$ cat config.mk
export PLATFORM = sky130hd
export DESIGN_NAME = mips_if_stage
export DESIGN_NICKNAME = d
export VERILOG_FILES = /design/src/rtl/mips_pkg.sv /design/src/rtl/mips_pc_reg.sv /design/src/rtl/mips_if_stage.sv
export SDC_FILE = /design/constraint.sdc
export NUM_CORES = 1
export LEC_CHECK = 0
export BUFFER_PORTS_ARGS = -buffer_cell sky130_fd_sc_hd__clkbuf_2
export CELL_PAD_IN_SITES_DETAIL_PLACEMENT = 2
export CELL_PAD_IN_SITES_GLOBAL_PLACEMENT = 2
export CORE_UTILIZATION = 28
export CTS_BUF_LIST = sky130_fd_sc_hd__clkbuf_16
export DETAILED_ROUTE_END_ITERATION = 16
export PLACE_DENSITY = 0.87
export SETUP_SLACK_MARGIN = 0.1
export SYNTH_ARGS = -nofsm -noshare
export SYNTH_HDL_FRONTEND = slang
export SYNTH_SLANG_ARGS = --single-unit
$ cat constraint.sdc
create_clock -name clk -period 4.1 [get_ports clk]
set_input_delay 1.025 -clock clk [delete_from_list [all_inputs] [get_ports clk]]
set_output_delay 1.025 -clock clk [all_outputs]
set_load 0.02 [all_outputs]
$ cat src/rtl/mips_pkg.sv
// Shared definitions for the MIPS pipeline: word width, fetch-stage defaults and IF state type.
package mips_pkg;
  localparam int XLEN = 32;
  localparam logic [XLEN-1:0] RESET_PC_DEF  = 32'h0000_3000;
  localparam logic [XLEN-1:0] NOP_INSTR_DEF = 32'h0000_0000;

  typedef enum logic [1:0] {
    S_BOOT  = 2'd0,
    S_FETCH = 2'd1,
    S_WAIT  = 2'd2
  } if_state_t;
endpackage

$ cat src/rtl/mips_pc_reg.sv
// Program counter register: reset, redirect on flush, hold on boot/stall, advance by 4 on ack.
import mips_pkg::*;

module mips_pc_reg #(
  parameter logic [XLEN-1:0] RESET_PC = RESET_PC_DEF
) (
  input  logic            clk,
  input  logic            reset,
  input  logic            boot,
  input  logic            flush,
  input  logic            stall,
  input  logic            advance,
  input  logic [XLEN-1:0] target,
  output logic [XLEN-1:0] pc,
  output logic [XLEN-1:0] pc_plus4
);

  assign pc_plus4 = pc + 32'd4;

  always_ff @(posedge clk) begin
    if (reset)
      pc <= RESET_PC;
    else if (boot)
      pc <= pc;
    else if (flush)
      pc <= target & ~32'h3;
    else if (stall)
      pc <= pc;
    else if (advance)
      pc <= pc_plus4;
    else
      pc <= pc;
  end

endmodule

$ cat src/rtl/mips_if_stage.sv
// MIPS instruction-fetch stage: PC, imem request, IF/ID register.
// Optional perf counters (fetch_cnt, bubble_cnt) enabled by defining IF_PERF_CNT_EN.
//   S_BOOT  | one idle cycle after reset, no request
//   S_FETCH | request issued for pc
//   S_WAIT  | request outstanding, waiting for ack
import mips_pkg::*;

module mips_if_stage #(
  parameter logic [XLEN-1:0] RESET_PC  = RESET_PC_DEF,
  parameter logic [XLEN-1:0] NOP_INSTR = NOP_INSTR_DEF
) (
  input  logic            clk,
  input  logic            reset,
  input  logic            stall,
  input  logic            flush,
  input  logic [XLEN-1:0] branch_target,
  output logic            imem_req,
  output logic [XLEN-1:0] imem_addr,
  input  logic [XLEN-1:0] imem_rdata,
  input  logic            imem_ack,
  output logic [XLEN-1:0] if_id_instr,
  output logic [XLEN-1:0] if_id_pc4,
  output logic            if_id_valid,
  output logic [XLEN-1:0] pc
`ifdef IF_PERF_CNT_EN
  ,
  output logic [XLEN-1:0] fetch_cnt,
  output logic [XLEN-1:0] bubble_cnt
`endif
);

  if_state_t       state, state_nxt;
  logic            active;
  logic [XLEN-1:0] pc_plus4;
  logic            accept;
  logic            bubble;

  assign active    = (state != S_BOOT);
  assign imem_req  = active;
  assign imem_addr = pc;
  assign accept    = active && !flush && !stall && imem_ack;
  assign bubble    = active && (flush || (!stall && !imem_ack));

  mips_pc_reg #(.RESET_PC(RESET_PC)) u_pc_reg (
    .clk      (clk),
    .reset    (reset),
    .boot     (!active),
    .flush    (flush),
    .stall    (stall),
    .advance  (imem_ack),
    .target   (branch_target),
    .pc       (pc),
    .pc_plus4 (pc_plus4)
  );

  always_comb begin
    state_nxt = state;
    case (state)
      S_BOOT:  state_nxt = S_FETCH;
      S_FETCH: if (!imem_ack && !flush && !stall) state_nxt = S_WAIT;
      S_WAIT:  if (flush || (!stall && imem_ack)) state_nxt = S_FETCH;
      default: state_nxt = S_BOOT;
    endcase
  end

  always_ff @(posedge clk) begin
    if (reset)
      state <= S_BOOT;
    else
      state <= state_nxt;
  end

  // Flush beats stall: a squashed slot always becomes a bubble.
  always_ff @(posedge clk) begin
    if (reset || bubble) begin
      if_id_instr <= NOP_INSTR;
      if_id_pc4   <= '0;
      if_id_valid <= 1'b0;
    end else if (accept) begin
      if_id_instr <= imem_rdata;
      if_id_pc4   <= pc_plus4;
      if_id_valid <= 1'b1;
    end
  end

`ifdef IF_PERF_CNT_EN
  always_ff @(posedge clk) begin
    if (reset) begin
      fetch_cnt  <= '0;
      bubble_cnt <= '0;
    end else begin
      if (accept && fetch_cnt != 32'hFFFF_FFFF)
        fetch_cnt <= fetch_cnt + 32'd1;
      if (bubble && bubble_cnt != 32'hFFFF_FFFF)
        bubble_cnt <= bubble_cnt + 32'd1;
    end
  end
`endif

endmodule

==> summary.md, run 1 <==
| Metric | Value |
|---|---|
| FF-to-FF setup slack | `1.34 ns` |
| Commonest non-fill, non-tap cell in the layout | `clkbuf_2` |
| CTS Buffer Depth | `2` |
| Die Ht | `131.4 µm` |
| Final wirelength | `18060 µm` |
| Starting Density | `0.2911` |
| Main synth FF type | `dfxtp_1` |
| Hold depth | `2` |
| Fraction of synthesis flops using an asynchronous set or reset pin | `0` |
| FF-to-FF Start | `u_pc_reg.pc[2]$_SDFFE_PP0P_` |
| Hold endpoint | `if_id_instr[31]$_SDFFE_PP0P_` |
| DPL Wire Length | `12990 µm` |
| Non-Filler Instances | `951` |
| Multi-input gate area | `0.002359 mm²` |
| Dpl ws | `0.7627 ns` |
| Clk sinks | `95` |
| Vias post-DR | `4837` |
| Cell Area, Synth | `0.004691 mm²` |
| Core area | `0.01612 mm²` |
| TritonCTS buffer count | `9` |
| Fin. Hold Viols | `0` |
| DP Area | `0.005563 mm²` |
| Unrepaired setup endpoints after global routing | `false` |
| Largest net degree at the start of global routing | `48` |
| Vias/cell | `5.086` |
| Nets | `800` |
| Placed cell count | `935` |
| Routed wire per std cell | `18.99 µm` |
| CTS tree | `yes` |
| Slew at the pin with the worst max-slew slack | `1.022 ns` |
| Number of top-level pins | `199` |
| FP Rows | `46` |
| IO Port Bufs | `190` |
| Hold path start | `if_id_instr[31]$_SDFFE_PP0P_` |
| Cts hold-fix bufs | `0` |
| DRC | `0` |
| Kind of end point of the critical path | `register` |
| PD cells | `393.3 mW/mm²` |
| Final core occ | `0.3647` |
| Final Cell Area | `0.005877 mm²` |
| Final setup vio count | `0` |
| CP cell instances | `clkbuf_2 -> inv_1 -> nand3_2 -> buf_4 -> o31a_1 -> o21ai_0` |
| Final worst path period share | `0.7438` |
| Final Critical Period | `3.050 ns` |
| Total grt overflow | `0` |
| Share of cells above drive strength 1 | `0.2966` |
| Max-Cap Viols | `0` |
| Register area share after synthesis | `0.4054` |
| Worst Clk Skew | `0.005213 ns` |
| Pre-antenna DRT Iters | `4` |
| Setup TNS | `0 ns` |
| CP max FO | `31` |
| EDFF count, synth | `0` |
| Commonest non-fill, non-tap cells in the layout | `clkbuf_2 (190), nand2_1 (97), dfxtp_1 (95)` |
| Slew Limit Fails | `0` |
| Synth unique cells | `46` |
| Clock latency on the worst-skew pair | `0.35 ns` |
| Area Growth Syn to Fin | `25.29%` |
| Reg area | `0.001902 mm²` |
| Die width | `131.4 µm` |
| Antenna violations before repair | `0` |
| Total track usage | `0.2112` |
| Setup Buffers After CTS | `0` |
| Root buffer cell | `clkbuf_16` |
| H-tree Lvls | `3` |
| Max stage delay on crit path | `0.58 ns` |
| Setup ws final | `1.050 ns` |
| Cells after Synth | `600` |
| Worst R2R End | `u_pc_reg.pc[28]$_SDFFE_PP0P_` |
| Worst Hold Class | `register to register` |
| Worst vdd ir | `0.0001882 V` |
| Status | `complete, no violations` |
| Post-DRT Antenna Nets | `0` |
| Mean Syn Cell Area | `7.818 µm²` |
| Worst Reg-to-Reg Cells | `6` |
| Number of global-route vias before repair | `5113` |
| Critical path launch point type | `primary input` |
| Fillers | `1868` |
| CP Data Arrival Time | `3.34 ns` |
| Slew margin rel. | `0.3171` |
| Global-route wire length before repair | `28610 µm` |
| Die footprint | `0.01727 mm²` |
| Gpl congestion | `0.7635` |
| Synthesis warning total | `0` |
| Slowest cell on crit path | `nand3_2` |
| Clock slew seen by the registers of the worst setup and hold paths | `0.07 ns` |
| Critical Path RT | `4.39 ns` |
| 1st-iter DRT viols | `197` |
| Antenna Cells | `0` |
| Critical path class | `primary input to register` |
| Post-CTS sizing | `0` |
| Lkg Pwr | `2.406 nW` |
| FMAX | `327.9 MHz` |
| FF+latch count, synth | `95` |
## flip-flops by register name (all words and copies together) (netlist names)
register and count:
state 2, u_pc_reg.pc 30, if_id_instr 32, if_id_pc4 30
if_id_valid 1
## layer usage
layer	track usage	part of all wire
met5	0	0
met4	0.09884	0.031
met3	0.03318	0.033
met2	0.3833	0.52
met1	0.2404	0.42
## cells in the mapped netlist (2+ instances only)
library cell / number / share of area
a22oi_1: 4 / 0.0064
mux2i_1: 6 / 0.013
o22ai_1: 2 / 0.0027
o21a_1: 3 / 0.0048
a31oi_1: 14 / 0.019
a21oi_1: 61 / 0.065
nor2b_1: 4 / 0.0053
nand2b_1: 3 / 0.0040
a32oi_1: 2 / 0.0037
and2_1: 2 / 0.0027
o31a_1: 2 / 0.0037
buf_4: 37 / 0.059
nand3b_1: 4 / 0.0064
xor2_1: 12 / 0.022
nor3_1: 11 / 0.012
dfxtp_1: 95 / 0.41
buf_1: 5 / 0.0040
buf_2: 7 / 0.0075
clkbuf_1: 32 / 0.026
nand4_1: 6 / 0.0080
a211oi_1: 29 / 0.046
xnor2_1: 16 / 0.030
nor3b_1: 2 / 0.0032
o31ai_1: 5 / 0.0080
o21ai_0: 13 / 0.014
and4_1: 6 / 0.011
inv_1: 3 / 0.0024
and3_1: 14 / 0.019
nor2_1: 58 / 0.046
nor4_1: 5 / 0.0067
nand3_1: 23 / 0.025
nand2_1: 97 / 0.078
or3_1: 4 / 0.0053
## through the flow
step,hold WS [ns],total power [mW]
final,0.4590,2.311
after global routing,0.4882,2.406
after CTS,0.4627,2.330
after detailed placement,0.4530,1.414
after global placement,0.4417,1.391
after floorplan,0.4916,1.281
## cells by family (layout without fill, tap and decap cells)
family	count (synthesis)	after routing	share of synthesized area
AOI/OAI and AO/OA	140	140	0.1827
DFF	95	95	0.4054
other	1	6	0.0007994
and+or+nand+nor	244	244	0.2435
xor gates and xnor gates	28	28	0.05228
muxes	6	6	0.01280
buffers and inverters	85	215	0.09976
adders and majority gates	1	1	0.002667
## critical path, delay by kind of cell
| family | cells | cell delay, ns |
|---|---|---|
| AO/OA/AOI/OAI | 2 | 0.43 |
| buffers and inverters | 3 | 1.26 |
| AND/OR/NAND/NOR | 1 | 0.58 |
## final cells by class
cell class	instances	share of cell area
Clock buffer	9	0.03832
Clock inverter	7	0.01512
Inverter	3	0.001916
Timing Repair Buffer	196	0.1737
Tap cell	216	0.04599
Multi-Input combinational cell	425	0.4013
Sequential cell	95	0.3236
## where the power goes
| part | internal (mW) | switching, mW |
|---|---|---|
| Combinational | 0.126 | 0.242 |
| Clock | 0.531 | 0.388 |
| Sequential | 0.965 | 0.0598 |
| Total | 1.62 | 0.690 |
## worst max path at each step
stage,from,to,slack (ns)
floorplan,imem_ack,if_id_pc4[12]$_SDFFE_PP0P_,1.63
global placement,flush,u_pc_reg.pc[21]$_SDFFE_PP0P_,0.84
detailed placement,flush,u_pc_reg.pc[21]$_SDFFE_PP0P_,0.76
CTS,flush,u_pc_reg.pc[21]$_SDFFE_PP0P_,1.11
global route,flush,u_pc_reg.pc[21]$_SDFFE_PP0P_,0.91
finish,flush,u_pc_reg.pc[21]$_SDFFE_PP0P_,1.05
No activity file was read; power rests on OpenSTA's default activity.
==> run 2, diff against run 1 <==
--- a/config.mk
+++ b/config.mk
@@ -5,13 +5,14 @@
 export SDC_FILE = /design/constraint.sdc
 export NUM_CORES = 1
 export LEC_CHECK = 0
+export ABC_AREA = 1
 export BUFFER_PORTS_ARGS = -buffer_cell sky130_fd_sc_hd__clkbuf_2
 export CELL_PAD_IN_SITES_DETAIL_PLACEMENT = 2
 export CELL_PAD_IN_SITES_GLOBAL_PLACEMENT = 2
-export CORE_UTILIZATION = 28
+export CORE_UTILIZATION = 25
 export CTS_BUF_LIST = sky130_fd_sc_hd__clkbuf_16
 export DETAILED_ROUTE_END_ITERATION = 16
-export PLACE_DENSITY = 0.87
+export PLACE_DENSITY = 0.82
 export SETUP_SLACK_MARGIN = 0.1
 export SYNTH_ARGS = -nofsm -noshare
 export SYNTH_HDL_FRONTEND = slang
==> constraint.sdc (replaced) <==
create_clock -name clk -period 3 [get_ports clk]
set_input_delay 0.75 -clock clk [delete_from_list [all_inputs] [get_ports clk]]
set_output_delay 0.75 -clock clk [all_outputs]
set_load 0.02 [all_outputs]
==> summary.md, run 2 <==
| Metric | Value |
|---|---|
| Hold path start | `if_id_instr[30]$_SDFFE_PP0P_` |
| Max reg flops | `32` |
| Root buffer cell | `clkbuf_16` |
| Post-Synth Simple-Gate Area | `0.2707` |
| Die width | `140.1 µm` |
| Post-Synth Adder-Cell Area | `0.002625` |
| Status | `complete, no violations` |
| Post-CTS sizing | `0` |
| CP Launch Point | `u_pc_reg.pc[2]$_SDFFE_PP0P_` |
| Synth area leader | `dfxtp_1` |
| Top cells by area, synth | `dfxtp_1 (40%), nand2_1 (14%), a21oi_1 (9.2%)` |
| Biggest register | `if_id_instr` |
| PD cells | `505.4 mW/mm²` |
| Nets | `909` |
| Critical path class | `register to register` |
| Number of top-level pins | `199` |
| Final worst path period share | `0.6569` |
| Synthesis warning total | `0` |
| Die Ht | `140.1 µm` |
| Final Critical Period | `1.971 ns` |
| CTS tree | `yes` |
| Worst Hold Class | `register to register` |
| FF+latch count, synth | `95` |
| Synth unique cells | `34` |
| CP max FO | `6` |
| Gpl congestion | `0.7408` |
| Slew at the pin with the worst max-slew slack | `0.6707 ns` |
| Slew Limit Fails | `0` |
| Worst Clk Skew | `0.005628 ns` |
| Register area share after synthesis | `0.3991` |
| Largest regs | `if_id_instr x32, if_id_pc4 x30, u_pc_reg.pc x30` |
| Largest net degree at the start of global routing | `58` |
| Share of cells above drive strength 1 | `0.2938` |
| Setup TNS | `0 ns` |
| Die footprint | `0.01962 mm²` |
| Cells after Synth | `692` |
| Critical Path RT | `3.25 ns` |
| CP Data Arrival Time | `2.22 ns` |
| Total track usage | `0.1877` |
| DRC | `0` |
| TritonCTS buffer count | `9` |
| Top-count cell post-synth | `nand2_1` |
| Total grt overflow | `0` |
| Kind of end point of the critical path | `register` |
| Starting Density | `0.2548` |
| Area Growth Syn to Fin | `25.10%` |
| Pre-antenna DRT Iters | `4` |
| Fin. Hold Viols | `0` |
| Max-Cap Viols | `0` |
| EDFF count, synth | `0` |
| Vias post-DR | `5037` |
| Clock slew seen by the registers of the worst setup and hold paths | `0.07 ns` |
| Post-DRT Antenna Nets | `0` |
| Synth top cells by count | `nand2_1 (175), dfxtp_1 (95), a21oi_1 (88)` |
| Antenna violations before repair | `0` |
| Synth Area in XOR/XNOR | `0.03045` |
| Synth top area share | `0.3991` |
| Number of global-route vias before repair | `5272` |
| Clock latency on the worst-skew pair | `0.35 ns` |
| Mux share of post-synthesis cell area | `0` |
| Cell Area, Synth | `0.004766 mm²` |
| 1st-iter DRT viols | `128` |
| Clk sinks | `95` |
| Global-route wire length before repair | `28600 µm` |
| CTS Buffer Depth | `2` |
| Critical path launch point type | `register` |
| Routed wire per std cell | `16.79 µm` |
| Vias/cell | `4.673` |
| H-tree Lvls | `3` |
| Fillers | `2290` |
| IO Port Bufs | `190` |
| Mean Syn Cell Area | `6.887 µm²` |
| Worst vdd ir | `0.0002422 V` |
| Main combinational cell family by area after synthesis | `simple AND/OR/NAND/NOR gates` |
| Commonest non-fill, non-tap cell in the layout | `clkbuf_2` |
| FMAX | `507.4 MHz` |
| Antenna Cells | `0` |
| Commonest non-fill, non-tap cells in the layout | `clkbuf_2 (190), nand2_1 (174), dfxtp_1 (95)` |
| Lkg Pwr | `2.799 nW` |
| Main synth FF type | `dfxtp_1` |
| Hold_ws | `0.4684 ns` |
| Setup Buffers After CTS | `0` |
| Fraction of the mapped netlist area in compound gates | `0.1649` |
| Unrepaired setup endpoints after global routing | `false` |
| Core area | `0.01871 mm²` |
| Final setup vio count | `0` |
| Cts hold-fix bufs | `0` |
| FP Rows | `50` |
| DPL Wire Length | `13120 µm` |
| Final wirelength | `18100 µm` |
| FF-to-FF Start | `u_pc_reg.pc[2]$_SDFFE_PP0P_` |
| Slew margin rel. | `0.5529` |
| Fraction of synthesis flops using an asynchronous set or reset pin | `0` |
==> run 2: changes by cell type after synthesis, sizes merged, moves of 12 or more <==
cell,before,now
nand2,97,183
inv,3,51
o21ai,14,57
nor2,58,95
a21oi,61,90
a211oi,29,1
clkbuf,33,14
and3,14,0
a31oi,14,2
==> run 2: worst max-delay path: stages (launching register included) <==
cell and delay, ns:
dfxtp_1 0.49, ha_1 0.27, nand3_1 0.14, nor2_1 0.24
nand2_1 0.16, inv_1 0.16, nand2_1 0.07, nand2_1 0.05
nand2_1 0.08, o21ai_0 0.15, inv_1 0.05
==> run 2: logic make-up after synthesis <==
kind of cell,after synthesis
simple gates,307
fa+ha+maj,1
buf+inv,121
xor+xnor,14
other cells,1
flops,95
compound gates,153
==> run 2: final cells by class <==
cell class	instances	area (µm²)	area share
multi-input cells	481	2258	0.3788
flip-flops and latches	95	1902	0.3190
repair buffers	201	1033	0.1733
well taps	234	292.8	0.04911
clock buffers	9	225.2	0.03778
inverters	51	191.4	0.03211
clock inverters	7	58.81	0.009864
==> run 2: per-stage QoR <==
step / utilization / instances / power (mW) / instance area, µm² / setup WS, ns
after floorplan: - / 697 / 1.748 / 4785 / 1.268
after global placement: 0.3035 / 1062 / 1.906 / 5678 / 0.8409
after detailed placement: 0.3035 / 1062 / 1.919 / 5678 / 0.8129
after CTS: 0.3187 / 1078 / 3.070 / 5962 / 1.001
after global routing: 0.3187 / 1078 / 3.169 / 5962 / 0.8366
final: 0.3187 / 1078 / 3.013 / 5962 / 1.029
==> run 2: power breakdown <==
part	switching (mW)	internal (mW)	leakage (nW)
clock	0.559	0.572	0.126
combinational	0.334	0.158	1.90
sequential	0.0800	1.31	0.773
==> run 2: worst paths after layout <==
path | slack, ns | end | cells past startpoint
max | 1.03 | if_id_pc4[20]$_SDFFE_PP0P_ | 10
min | 0.47 | if_id_instr[30]$_SDFFE_PP0P_ | 2
max reg2reg | 1.03 | if_id_pc4[20]$_SDFFE_PP0P_ | 10
min reg2reg | 0.47 | if_id_instr[30]$_SDFFE_PP0P_ | 2
==> run 2: layer usage <==
metal | share of wire | vias up | track usage
met3 | 0.041 | 16 | 0.03179
met1 | 0.45 | 2441 | 0.2291
met4 | 0.012 | 0 | 0.05610
met2 | 0.49 | 133 | 0.3355
met5 | 0 | - | 0
li1 | - | 2447 | -
==> run 3, diff against run 2 <==
==> constraint.sdc (replaced) <==
create_clock -name clk -period 2.06 [get_ports clk]
set_input_delay 0.515 -clock clk [delete_from_list [all_inputs] [get_ports clk]]
set_output_delay 0.515 -clock clk [all_outputs]
set_load 0.02 [all_outputs]
==> summary.md, run 3 (synthesis results as in run 2) <==
| Metric | Value |
|---|---|
| Vias/cell | `4.643` |
| FMAX | `547.3 MHz` |
| CP max FO | `4` |
| Worst Clk Skew | `0.006334 ns` |
| CTS tree | `yes` |
| Final Critical Period | `1.827 ns` |
| Post-DRT Antenna Nets | `0` |
| Final setup vio count | `0` |
| Critical path class | `register to register` |
| Gpl congestion | `0.7517` |
| Vias post-DR | `5075` |
| Final wirelength | `18260 µm` |
| Hold path start | `reset` |
| Nets | `924` |
| CTS Buffer Depth | `2` |
| Kind of end point of the critical path | `register` |
| Critical Path RT | `2.31 ns` |
| Total chip power | `4.481 mW` |
| Pre-antenna DRT Iters | `4` |
| Global-route wire length before repair | `28880 µm` |
| Dpl ws | `0.1878 ns` |
| Final core occ | `0.3273` |
| Number of top-level pins | `199` |
| IO Port Bufs | `190` |
| Status | `complete, no violations` |
| Final worst path period share | `0.8870` |
| FP Rows | `50` |
| Die width | `140.1 µm` |
| CP Data Arrival Time | `2.08 ns` |
| TritonCTS buffer count | `9` |
| Hold_ws | `0.3648 ns` |
| Starting Density | `0.2548` |
| Commonest non-fill, non-tap cells in the layout | `clkbuf_2 (190), nand2_1 (174), dfxtp_1 (95)` |
| Biggest register | `if_id_instr` |
| Clock slew seen by the registers of the worst setup and hold paths | `0.08 ns` |
| Slew Limit Fails | `0` |
| H-tree Lvls | `3` |
| Root buffer cell | `clkbuf_16` |
| DRC | `0` |
| Setup TNS | `0 ns` |
| CP Launch Point | `u_pc_reg.pc[2]$_SDFFE_PP0P_` |
| Number of global-route vias before repair | `5241` |
| Antenna Cells | `0` |
| Die footprint | `0.01962 mm²` |
| Largest regs | `if_id_instr x32, if_id_pc4 x30, u_pc_reg.pc x30` |
| Clk sinks | `95` |
| Total grt overflow | `0` |
| Routed wire per std cell | `16.70 µm` |
| Area Growth Syn to Fin | `28.46%` |
| Commonest non-fill, non-tap cell in the layout | `clkbuf_2` |
| Fin. Hold Viols | `0` |
| Critical path launch point type | `register` |
| 1st-iter DRT viols | `130` |
| Share of cells above drive strength 1 | `0.3062` |
| PD cells | `731.9 mW/mm²` |
| FF-to-FF Start | `u_pc_reg.pc[2]$_SDFFE_PP0P_` |
| Unrepaired setup endpoints after global routing | `false` |
| Setup Buffers After CTS | `0` |
| Largest net degree at the start of global routing | `58` |
| Post-CTS sizing | `0` |
| Cts hold-fix bufs | `0` |
| Clock latency on the worst-skew pair | `0.35 ns` |
| Total track usage | `0.1895` |
| Antenna violations before repair | `0` |
| Worst Hold Class | `primary input to register` |
| Max-Cap Viols | `0` |
| Die Ht | `140.1 µm` |
| Setup ws final | `0.2328 ns` |
| Worst vdd ir | `0.0003818 V` |
| Lkg Pwr | `2.906 nW` |
| Max reg flops | `32` |
| Core area | `0.01871 mm²` |
| DPL Wire Length | `13660 µm` |
| Fillers | `2332` |
==> run 3: power breakdown <==
group          switching (mW)  total, mW  leakage [nW]  internal, mW
registers              0.0910       2.00         0.773          1.91
logic                   0.517      0.781          1.99         0.264
clock network           0.849       1.70         0.142         0.850
total                    1.46       4.48          2.91          3.02
==> run 3: worst paths after layout <==
check | endpoint | slack (ns) | cells past startpoint
worst max-delay path | if_id_pc4[20]$_SDFFE_PP0P_ | 0.23 | 10
worst min-delay path | state[1]$_SDFFE_PP0P_ | 0.36 | 2
worst min register to register | if_id_instr[9]$_SDFFE_PP0P_ | 0.47 | 2
worst max register to register | if_id_pc4[20]$_SDFFE_PP0P_ | 0.23 | 10
==> run 3: final cells by class <==
| class | count | area [µm²] | share of cell area |
|---|---|---|---|
| Clock buffer | 9 | 225.2 | 0.03679 |
| Clock inverter | 7 | 68.82 | 0.01124 |
| Inverter | 51 | 191.4 | 0.03127 |
| Multi-Input combinational cell | 481 | 2258 | 0.3689 |
| Sequential cell | 95 | 1902 | 0.3106 |
| Tap cell | 234 | 292.8 | 0.04782 |
| Timing Repair Buffer | 216 | 1184 | 0.1933 |
==> run 3: metrics by stage <==
stage / area, µm² / std cells
2_1_floorplan: 4785 / 697
3_3_place_gp: 5828 / 1077
3_5_place_dp: 5828 / 1077
4_1_cts: 6122 / 1093
5_1_grt: 6122 / 1093
6_report: 6122 / 1093
==> run 3: worst max-delay path, cell delays in order, from the launching register on <==
cell	delay [ns]
dfxtp_1	0.35
ha_1	0.22
nand3_1	0.14
nor2_1	0.24
nand2_1	0.16
inv_1	0.15
nand2_1	0.07
nand2_1	0.07
nand2_1	0.10
o21ai_0	0.17
inv_1	0.05
==> run 3: layer usage <==
| metal | wire length (µm) | up-vias | GRT usage |
|---|---|---|---|
| met5 | 0 | - | 0 |
| met1 | 8130 | 2439 | 0.2344 |
| met3 | 824 | 11 | 0.03521 |
| met2 | 9154 | 140 | 0.3411 |
| met4 | 146 | 0 | 0.03817 |
| li1 | - | 2485 | - |
